`config.mk`:
```
export PLATFORM = sky130hd
export DESIGN_NAME = auto_req_arb
export DESIGN_NICKNAME = d
export VERILOG_FILES = /design/src/rtl/auto_req_arb.sv
export SDC_FILE = /design/constraint.sdc
export NUM_CORES = 1
export LEC_CHECK = 0
export ABC_CLOCK_PERIOD_IN_PS = 5350
export BUFFER_PORTS_ARGS = -buffer_cell sky130_fd_sc_hd__buf_2
export CAP_MARGIN = 10
export CORE_AREA = 2 2 187 189
export CTS_CLUSTER_DIAMETER = 40
export DETAILED_ROUTE_END_ITERATION = 8
export DIE_AREA = 0 0 189 191
export SETUP_SLACK_MARGIN = 0.2
export SLEW_MARGIN = 25
export SYNTH_ARGS = -nofsm -noshare
export SYNTH_HDL_FRONTEND = slang
export SYNTH_SLANG_ARGS = --single-unit
```
`constraint.sdc`:
```
create_clock -name clk -period 5.35 [get_ports clk]
set_input_delay 0.535 -clock clk [delete_from_list [all_inputs] [get_ports clk]]
set_output_delay 0.535 -clock clk [all_outputs]
set_load 0.02 [all_outputs]
```
`src/rtl/auto_req_arb.sv`:
```
// auto_req_arb: credit-based round-robin scheduler sharing one auto_intf
// request channel among NREQ requesters, with in-order response routing.
//
// Ports:
//   clk, rst                  clock, asynchronous active-high reset
//   req_i_val/req_i_data      per-requester request valid and 64-bit payload
//   req_i_gnt                 one-hot grant (combinational, accept cycle)
//   req_val/req_data          registered request beat towards auto_i
//   req_credit                one-cycle request credit return pulse
//   rsp_cmd/rsp_data          response beat from auto_i (00 idle, 01 data,
//                             10 data-last, 11 error-last)
//   rsp_credit                registered response credit pulse per beat
//   rsp_o_val/cmd/data        registered response routed to owning requester
//   credit_cnt                current request credits
//   err_credit_ovf            sticky: credit returned while count is full
//   err_rsp_unexp             sticky: response beat with no outstanding req
module auto_req_arb #(
    parameter int NREQ    = 4,
    parameter int CREDITS = 8,
    parameter int MAX_OUT = 8
) (
    input  logic               clk,
    input  logic               rst,
    input  logic [NREQ-1:0]    req_i_val,
    input  logic [NREQ*64-1:0] req_i_data,
    output logic [NREQ-1:0]    req_i_gnt,
    output logic               req_val,
    output logic [63:0]        req_data,
    input  logic               req_credit,
    input  logic [1:0]         rsp_cmd,
    input  logic [63:0]        rsp_data,
    output logic               rsp_credit,
    output logic [NREQ-1:0]    rsp_o_val,
    output logic [1:0]         rsp_o_cmd,
    output logic [63:0]        rsp_o_data,
    output logic [3:0]         credit_cnt,
    output logic               err_credit_ovf,
    output logic               err_rsp_unexp
);

    localparam int IW = (NREQ > 1) ? $clog2(NREQ) : 1;
    localparam int AW = (MAX_OUT > 1) ? $clog2(MAX_OUT) : 1;
    localparam int CW = AW + 1;

    logic [IW-1:0]   rr_q, rr_d;
    logic [3:0]      credit_q, credit_d;
    logic [IW-1:0]   fifo_q [MAX_OUT];
    logic [AW-1:0]   wr_q, rd_q;
    logic [CW-1:0]   cnt_q, cnt_d;
    logic            req_val_q;
    logic [63:0]     req_data_q;
    logic            rsp_credit_q;
    logic [NREQ-1:0] rsp_o_val_q;
    logic [1:0]      rsp_o_cmd_q;
    logic [63:0]     rsp_o_data_q;
    logic            ovf_q, unexp_q;

    logic            accept_ok_s;
    logic            gnt_vld_s;
    logic [IW-1:0]   gnt_idx_s;
    logic [NREQ-1:0] gnt_s;
    logic            hit_s;
    logic [IW-1:0]   cand_s;
    logic            fwd_s, pop_s, unexp_s, ovf_set_s;
    logic [IW-1:0]   head_s;

    // Round-robin search from rr_q; reset gates the grant so nothing is accepted while held.
    always_comb begin
        accept_ok_s = (credit_q != 4'd0) && (cnt_q != CW'(MAX_OUT)) && !rst;
        gnt_vld_s   = 1'b0;
        gnt_idx_s   = '0;
        hit_s       = 1'b0;
        cand_s      = '0;
        for (int i = 0; i < NREQ; i++) begin
            cand_s    = IW'((int'(rr_q) + i) % NREQ);
            hit_s     = accept_ok_s && !gnt_vld_s && req_i_val[cand_s];
            gnt_idx_s = hit_s ? cand_s : gnt_idx_s;
            gnt_vld_s = gnt_vld_s | hit_s;
        end
        if (gnt_vld_s) begin
            gnt_s = {{(NREQ-1){1'b0}}, 1'b1} << gnt_idx_s;
            rr_d  = IW'((int'(gnt_idx_s) + 1) % NREQ);
        end else begin
            gnt_s = '0;
            rr_d  = rr_q;
        end
    end

    // Response routing: the head is read from registered state, so a pop lands before the next beat.
    always_comb begin
        head_s  = fifo_q[rd_q];
        fwd_s   = (rsp_cmd != 2'b00) && (cnt_q != '0);
        unexp_s = (rsp_cmd != 2'b00) && (cnt_q == '0);
        pop_s   = fwd_s && rsp_cmd[1];
        case ({gnt_vld_s, pop_s})
            2'b10:   cnt_d = cnt_q + {{(CW-1){1'b0}}, 1'b1};
            2'b01:   cnt_d = cnt_q - {{(CW-1){1'b0}}, 1'b1};
            default: cnt_d = cnt_q;
        endcase
    end

    // Credit accounting: grant consumes, req_credit returns, saturate at CREDITS.
    always_comb begin
        ovf_set_s = 1'b0;
        case ({gnt_vld_s, req_credit})
            2'b10:   credit_d = credit_q - 4'd1;
            2'b01: begin
                if (credit_q == 4'(CREDITS)) begin
                    credit_d  = credit_q;
                    ovf_set_s = 1'b1;
                end else begin
                    credit_d  = credit_q + 4'd1;
                end
            end
            default: credit_d = credit_q;
        endcase
    end

    // Control and output registers.
    always_ff @(posedge clk or posedge rst) begin
        if (rst) begin
            rr_q         <= '0;
            credit_q     <= 4'(CREDITS);
            wr_q         <= '0;
            rd_q         <= '0;
            cnt_q        <= '0;
            req_val_q    <= 1'b0;
            req_data_q   <= 64'd0;
            rsp_credit_q <= 1'b0;
            rsp_o_val_q  <= '0;
            rsp_o_cmd_q  <= 2'b00;
            rsp_o_data_q <= 64'd0;
            ovf_q        <= 1'b0;
            unexp_q      <= 1'b0;
        end else begin
            rr_q         <= rr_d;
            credit_q     <= credit_d;
            cnt_q        <= cnt_d;
            wr_q         <= gnt_vld_s ? wr_q + {{(AW-1){1'b0}}, 1'b1} : wr_q;
            rd_q         <= pop_s ? rd_q + {{(AW-1){1'b0}}, 1'b1} : rd_q;
            req_val_q    <= gnt_vld_s;
            req_data_q   <= gnt_vld_s ? req_i_data[int'(gnt_idx_s)*64 +: 64] : req_data_q;
            rsp_credit_q <= fwd_s;
            rsp_o_val_q  <= fwd_s ? ({{(NREQ-1){1'b0}}, 1'b1} << head_s) : '0;
            rsp_o_cmd_q  <= rsp_cmd;
            rsp_o_data_q <= rsp_data;
            ovf_q        <= ovf_q | ovf_set_s;
            unexp_q      <= unexp_q | unexp_s;
        end
    end

    // Order FIFO storage; validity is tracked by cnt_q, so the array needs no reset.
    always_ff @(posedge clk) begin
        if (gnt_vld_s) begin
            fifo_q[wr_q] <= gnt_idx_s;
        end else begin
            fifo_q[wr_q] <= fifo_q[wr_q];
        end
    end

    assign req_i_gnt      = gnt_s;
    assign req_val        = req_val_q;
    assign req_data       = req_data_q;
    assign rsp_credit     = rsp_credit_q;
    assign rsp_o_val      = rsp_o_val_q;
    assign rsp_o_cmd      = rsp_o_cmd_q;
    assign rsp_o_data     = rsp_o_data_q;
    assign credit_cnt     = credit_q;
    assign err_credit_ovf = ovf_q;
    assign err_rsp_unexp  = unexp_q;

endmodule

```
# [Yosys cells after proc, flatten, opt, wreduce, memory -nomap -nowiden]
# Memory sizes are Yosys's and may differ from the RTL's.
# Cells that the tools add are included.
# Widths: inputs -> output; s select.
[totals] register_bits=154 ram_bits=16 inputBits=329 output_inout_bits=146 wordCells=92 mem_count=1
[memory_table] name="fifo_q" words=8 width=2 read_ports=1 rd_ports_with_merged_regs=0 write_ports=1 line_no="47" text="logic [IW-1:0] fifo_q [MAX_OUT];"
[op_classes] n_addsub=10 magnitude_cmp=4 eq_ne=8 shift=3 n_mux=23 bitwise=6 n_reduce_logical=24
[op_table] cell="$shiftx 256x9->64" n=1
[op_table] cell="$pmux 4 s2" n=2
[op_table] cell="$logic_and 1x1->1" n=12
[op_table] cell="$lt 2x3->1 const B" n=4
[op_table] cell="$mux 4" n=3
[op_table] cell="$mux 2" n=5
[op_table] cell="$mux 1" n=9
[op_table] cell="$add 4x1->4 const B" n=2
[op_table] cell="$bmux 1 s2" n=4
[op_table] cell="$reduce_bool 4->1" n=2
[op_table] cell="$shl 1x2->4 const A" n=2
[op_table] cell="$sub 4x1->4 const B" n=2
[op_table] cell="$add 3x1->3 const B" n=2
[op_table] cell="$or 1x1->1" n=6
[op_table] cell="$reduce_bool 2->1" n=3
[op_table] cell="$add 2x1->2 const B" n=2
[op_table] cell="$add 2x2->2 const B" n=2
[op_table] cell="$eq 2x1->1 const B" n=2
[op_table] cell="$eq 2x2->1 const B" n=2
[op_table] cell="$eq 4x4->1 const B" n=1
[op_table] cell="$logic_not 1->1" n=4
[op_table] cell="$logic_not 4->1" n=1
[op_table] cell="$ne 4x4->1 const B" n=1
[op_table] cell="$reduce_and 2->1" n=2
[op_table] cell="other kinds (2)" n=2

# [Longest topological paths before layout]
[logic_depth] word_depth=19 mapped_depth=12 depth_no_buf=9

# [Worst setup path before layout]
# No wires, ideal clock.
[synth_timing] path_kind="reg-to-output" startpoint="register credit_q[3] (netlist: credit_cnt[3])" endpoint="output port req_i_gnt[1]" arrival_ns=2.254 required_time_ns=4.815 setup_slack_ns=2.561 stages_incl_launch_ff=9 path_buffers=2 cell_sequence="dfstp_2 -> nor4_1 -> or4_1 -> buf_2 -> nor2_2 -> inv_2 -> clkbuf_1 -> ha_1 -> and2_1"
[synth_between] elab_chain_cells=18 word_cells_on_any_way=22 cone_classes="shift: 1; mux: 5; bitwise: 3; reduce/logical: 13"
[synth_rtl] element="start: declaration" line_no="46" text="logic [3:0] credit_q, credit_d;"
[synth_rtl] element="start signal: assignment" line_no="123" text="credit_q <= 4'(CREDITS);"
[synth_rtl] element="start signal: assignment" line_no="137" text="credit_q <= credit_d;"
[synth_rtl] element="$reduce_bool 4->1 *" line_no="69" text="accept_ok_s = (credit_q != 4'd0) && (cnt_q != CW'(MAX_OUT)) && !rst;"
[synth_rtl] element="$logic_and 1x1->1 * (2 in a row)" line_no="69"
[synth_rtl] element="$logic_and 1x1->1" line_no="76" text="hit_s = accept_ok_s && !gnt_vld_s && req_i_val[cand_s];"
[synth_rtl] element="$logic_not 1->1" line_no="76"
[synth_rtl] element="$logic_and 1x1->1 (2 in a row)" line_no="76"
[synth_rtl] element="$or 1x1->1" line_no="78" text="gnt_vld_s = gnt_vld_s | hit_s;"
[synth_rtl] element="$logic_not 1->1" line_no="76"
[synth_rtl] element="$logic_and 1x1->1 (2 in a row)" line_no="76"
[synth_rtl] element="$or 1x1->1" line_no="78"
[synth_rtl] element="$logic_not 1->1" line_no="76"
[synth_rtl] element="$logic_and 1x1->1 (2 in a row)" line_no="76"
[synth_rtl] element="$mux 2 *" line_no="77" text="gnt_idx_s = hit_s ? cand_s : gnt_idx_s;"
[synth_rtl] element="named net gnt_idx_s[1]" line_no="60" text="logic [IW-1:0] gnt_idx_s;"
[synth_rtl] element="$shl 1x2->4 *" line_no="81" text="gnt_s = {{(NREQ-1){1'b0}}, 1'b1} << gnt_idx_s;"
[synth_rtl] element="$mux 4 *" line_no="80" text="if (gnt_vld_s) begin"
[synth_rtl] element="end: declaration" line_no="26" text="output logic [NREQ-1:0] req_i_gnt,"
# The timed path passes the listed nets; every way through them passes the cells marked *.

# [Final worst setup path]
[layout_timing] startpoint="register credit_q[0] (netlist: credit_cnt[0])" endpoint="output port req_i_gnt[1]"
# Same word-level chain as after synthesis.

==> results.txt <==
Gate Count Post-Synth: 584
H-tree depth: 4
Commonest non-fill, non-tap cell in the layout: buf_2
Setup bufs post-CTS: 0
Total congestion overflow: 0
Ys async rst share: 90.59%
Power per cell area: 482.7 nW/µm²
Worst reg2reg path depth: 6
I/O pins: 475
Setup TNS: 0 ns
Root buf cell: clkbuf_16
Max-cap viol count: 0
Cell area after synthesis: 7560 µm²
CP Capture Type: output port
Yosys top cell by area: dfrtp_1
Met2 global-route usage: 22.37%
Top cells by area, synth: dfrtp_1 51%, mux2i_1 17%, o221ai_1 7.4%, edfxtp_1 6.4%, nand2_1 3.8%
Post-DRT Antenna Nets: 0
VDD IR max: 254.6 µV
Initial drt markers: 191
Row count: 68
Clock slew at reported path FFs: 0.08 ns
# diodes: 0
YS warnings: 0
RSZ-0062 raised after global routing: no
Number of distinct library cells after synthesis: 46
Dpl ws: 1.547 ns
Minimum clock period after layout: 4.131 ns
Via-per-instance ratio: 4.278
Pin count of the biggest net entering global routing: 85
F_max: 0.2421 GHz
Final Skew: 0.01435 ns
Most Crowded Layer GR: met2
First-pass GRT wire length: 36250 µm
Final WS setup: 1.219 ns
Post-synthesis net count: 925
Cts bufs inserted: 17
Setup violators final: 0
Commonest non-fill, non-tap cells in the layout: 474 x buf_2, 153 x dfrtp_1, 132 x mux2i_1
GRT Total Usage: 13.03%
Synth Flop Type: dfrtp_1
Clock Tree Buf Depth: 2
Synth Area per Inst: 12.94 µm²
GRT met3 Usage: 3.415%
Die Area: 36100 µm²
CORE AREA: 34120 µm²
Crit. Startpoint: credit_cnt[0]$_DFFE_PP0P_
Fillers: 3477
Post-layout nets: 1385
Layout cells sized above 1: 50.33%
Critical path type: reg2out
Slew @ Worst Pin: 0.9705 ns
Wire length per cell: 16.07 µm
Clk_lat worst skew: 0.44 ns
Final max-slew violation count: 0
Max_slew headroom: 35.30%
Dpl hpwl: 18530 µm
Run status: finished, final reports clean
Seq/Total Area, Yosys: 57.35%
Post-CTS resize count: 0
Met1 usage: 16.02%
Initial Util: 22.16%
Fin crit share: 77.21%
EDFF count, synth: 16
Synth Register Bits: 170
CTS tree: done
Die Width: 189 µm
CTS Sinks: 170
Die height: 191 µm
DRC Markers: 0
LEAKAGE: 0.005305 µW
Routability Congestion: 0.7860
Reg2Reg Setup Slack: 1.87 ns
Hold Buf Count CTS: 0
First-pass DRT Iterations: 4
Worst setup endpoint: req_i_gnt[1]
Antenna violations before repair: 0
# port buffers: 474
Arrival @ worst endpoint: 3.60 ns
Crit Path Max Fanout: 80
Req. time, crit path: 4.82 ns
Final Hold Fails: 0
Worst Setup Start Kind: register
P&R area growth vs syn: 44.67%
Worst Hold Class: in2reg
Yosys top cell area share: 50.65%
Reg2reg start: credit_cnt[0]$_DFFE_PP0P_
Reg-to-reg endpoint: req_data[57]$_DFFE_PP0P_
Final WL: 24300 µm
Vias in the first global route: 6549
Vias: 6469
[routing by layer]
metal,up-vias,wire length [µm]
met5,-,0
met3,26,1393
met4,0,366
met1,3101,10300
li1,3084,-
met2,258,12240
[worst max-delay path, cell delays in order, from the launching register on]
cell	delay, ns
dfrtp_1	0.46
nor4_1	0.46
or4_4	0.84
nor2_2	0.26
inv_2	0.57
ha_1	0.25
and2_1	0.13
buf_2	0.16
[sequential cells by signal, summed over array words and instances, names as in the netlist, 2 cells and up]
name / count
rsp_o_data: 64
rsp_o_cmd: 2
fifo_q: 16
credit_cnt: 4
rd_q: 3
rr_q: 2
cnt_q: 4
wr_q: 3
req_data: 64
rsp_o_val: 4
[power breakdown]
| group | switching [µW] | internal [µW] |
|---|---|---|
| registers | 267 | 1680 |
| logic | 1260 | 860 |
| clock network | 582 | 625 |
[final cells by class]
cell class | count | area (µm²) | share of cell area (%)
clock buffer | 18 | 439.2 | 4.016
clock inverter | 14 | 131.4 | 1.201
inverter | 6 | 27.53 | 0.2517
multi-input combinational | 368 | 2984 | 27.29
sequential | 170 | 4335 | 39.64
tap | 455 | 569.3 | 5.205
timing repair buffer | 481 | 2450 | 22.40
[worst min-delay path by stage]
stage | from | to | slack, ns | cells after the start
floorplan | cnt_q[3]$_DFFE_PP0P_ | cnt_q[3]$_DFFE_PP0P_ | 0.46 | 1
global placement | req_data[41]$_DFFE_PP0P_ | req_data[41]$_DFFE_PP0P_ | 0.47 | 2
detailed placement | req_data[44]$_DFFE_PP0P_ | req_data[44]$_DFFE_PP0P_ | 0.47 | 2
CTS | rsp_data[15] | rsp_o_data[15]$_DFF_PP0_ | 0.16 | 1
global route | rsp_data[15] | rsp_o_data[15]$_DFF_PP0_ | 0.16 | 1
finish | rsp_data[27] | rsp_o_data[27]$_DFF_PP0_ | 0.19 | 1
[cell usage after synthesis (2+ instances only)]
cell      instances
a21o_1            2
a21oi_1           4
and2_1            4
and3_1            2
and3b_1           2
buf_2            16
buf_4             3
buf_6             6
clkbuf_1         15
dfrtp_1         153
edfxtp_1         16
ha_1             11
inv_1             4
inv_2             2
mux2_2            2
mux2_4            2
mux2i_1         132
mux4_2            4
nand2_1          77
nand2b_1          6
nand3b_1          3
nor2_1            9
nor2b_1           2
nor3_1            5
nor4_1            6
o21ai_0           3
o221ai_1         64
xnor2_1           5
xor2_1            7
[logic make-up (layout without fill, tap and decap cells)]
family | count (synthesis) | in the layout | synth area share [%]
flip-flops | 170 | 170 | 57.35
multiplexers | 140 | 140 | 19.36
AND/OR/NAND/NOR | 126 | 126 | 7.911
AO/OA/AOI/OAI | 78 | 78 | 8.607
buffers and inverters | 46 | 519 | 3.293
adder cells (fa/ha/maj) | 12 | 12 | 2.085
XOR/XNOR | 12 | 12 | 1.390
[per-stage QoR]
| step | instance area, µm² | hold slack (ns) | total power [µW] | util [%] | cells |
|---|---|---|---|---|---|
| after floorplan | 7560 | 0.4560 | 3381 | - | 584 |
| after global placement | 10350 | 0.4652 | 4070 | 30.32 | 1479 |
| after detailed placement | 10350 | 0.4674 | 4123 | 30.32 | 1479 |
| after CTS | 10920 | 0.1593 | 5355 | 32.00 | 1511 |
| after global routing | 10940 | 0.1559 | 5616 | 32.06 | 1512 |
| final | 10940 | 0.1874 | 5279 | 32.06 | 1512 |
No activity file was read; power rests on OpenSTA's default activity.
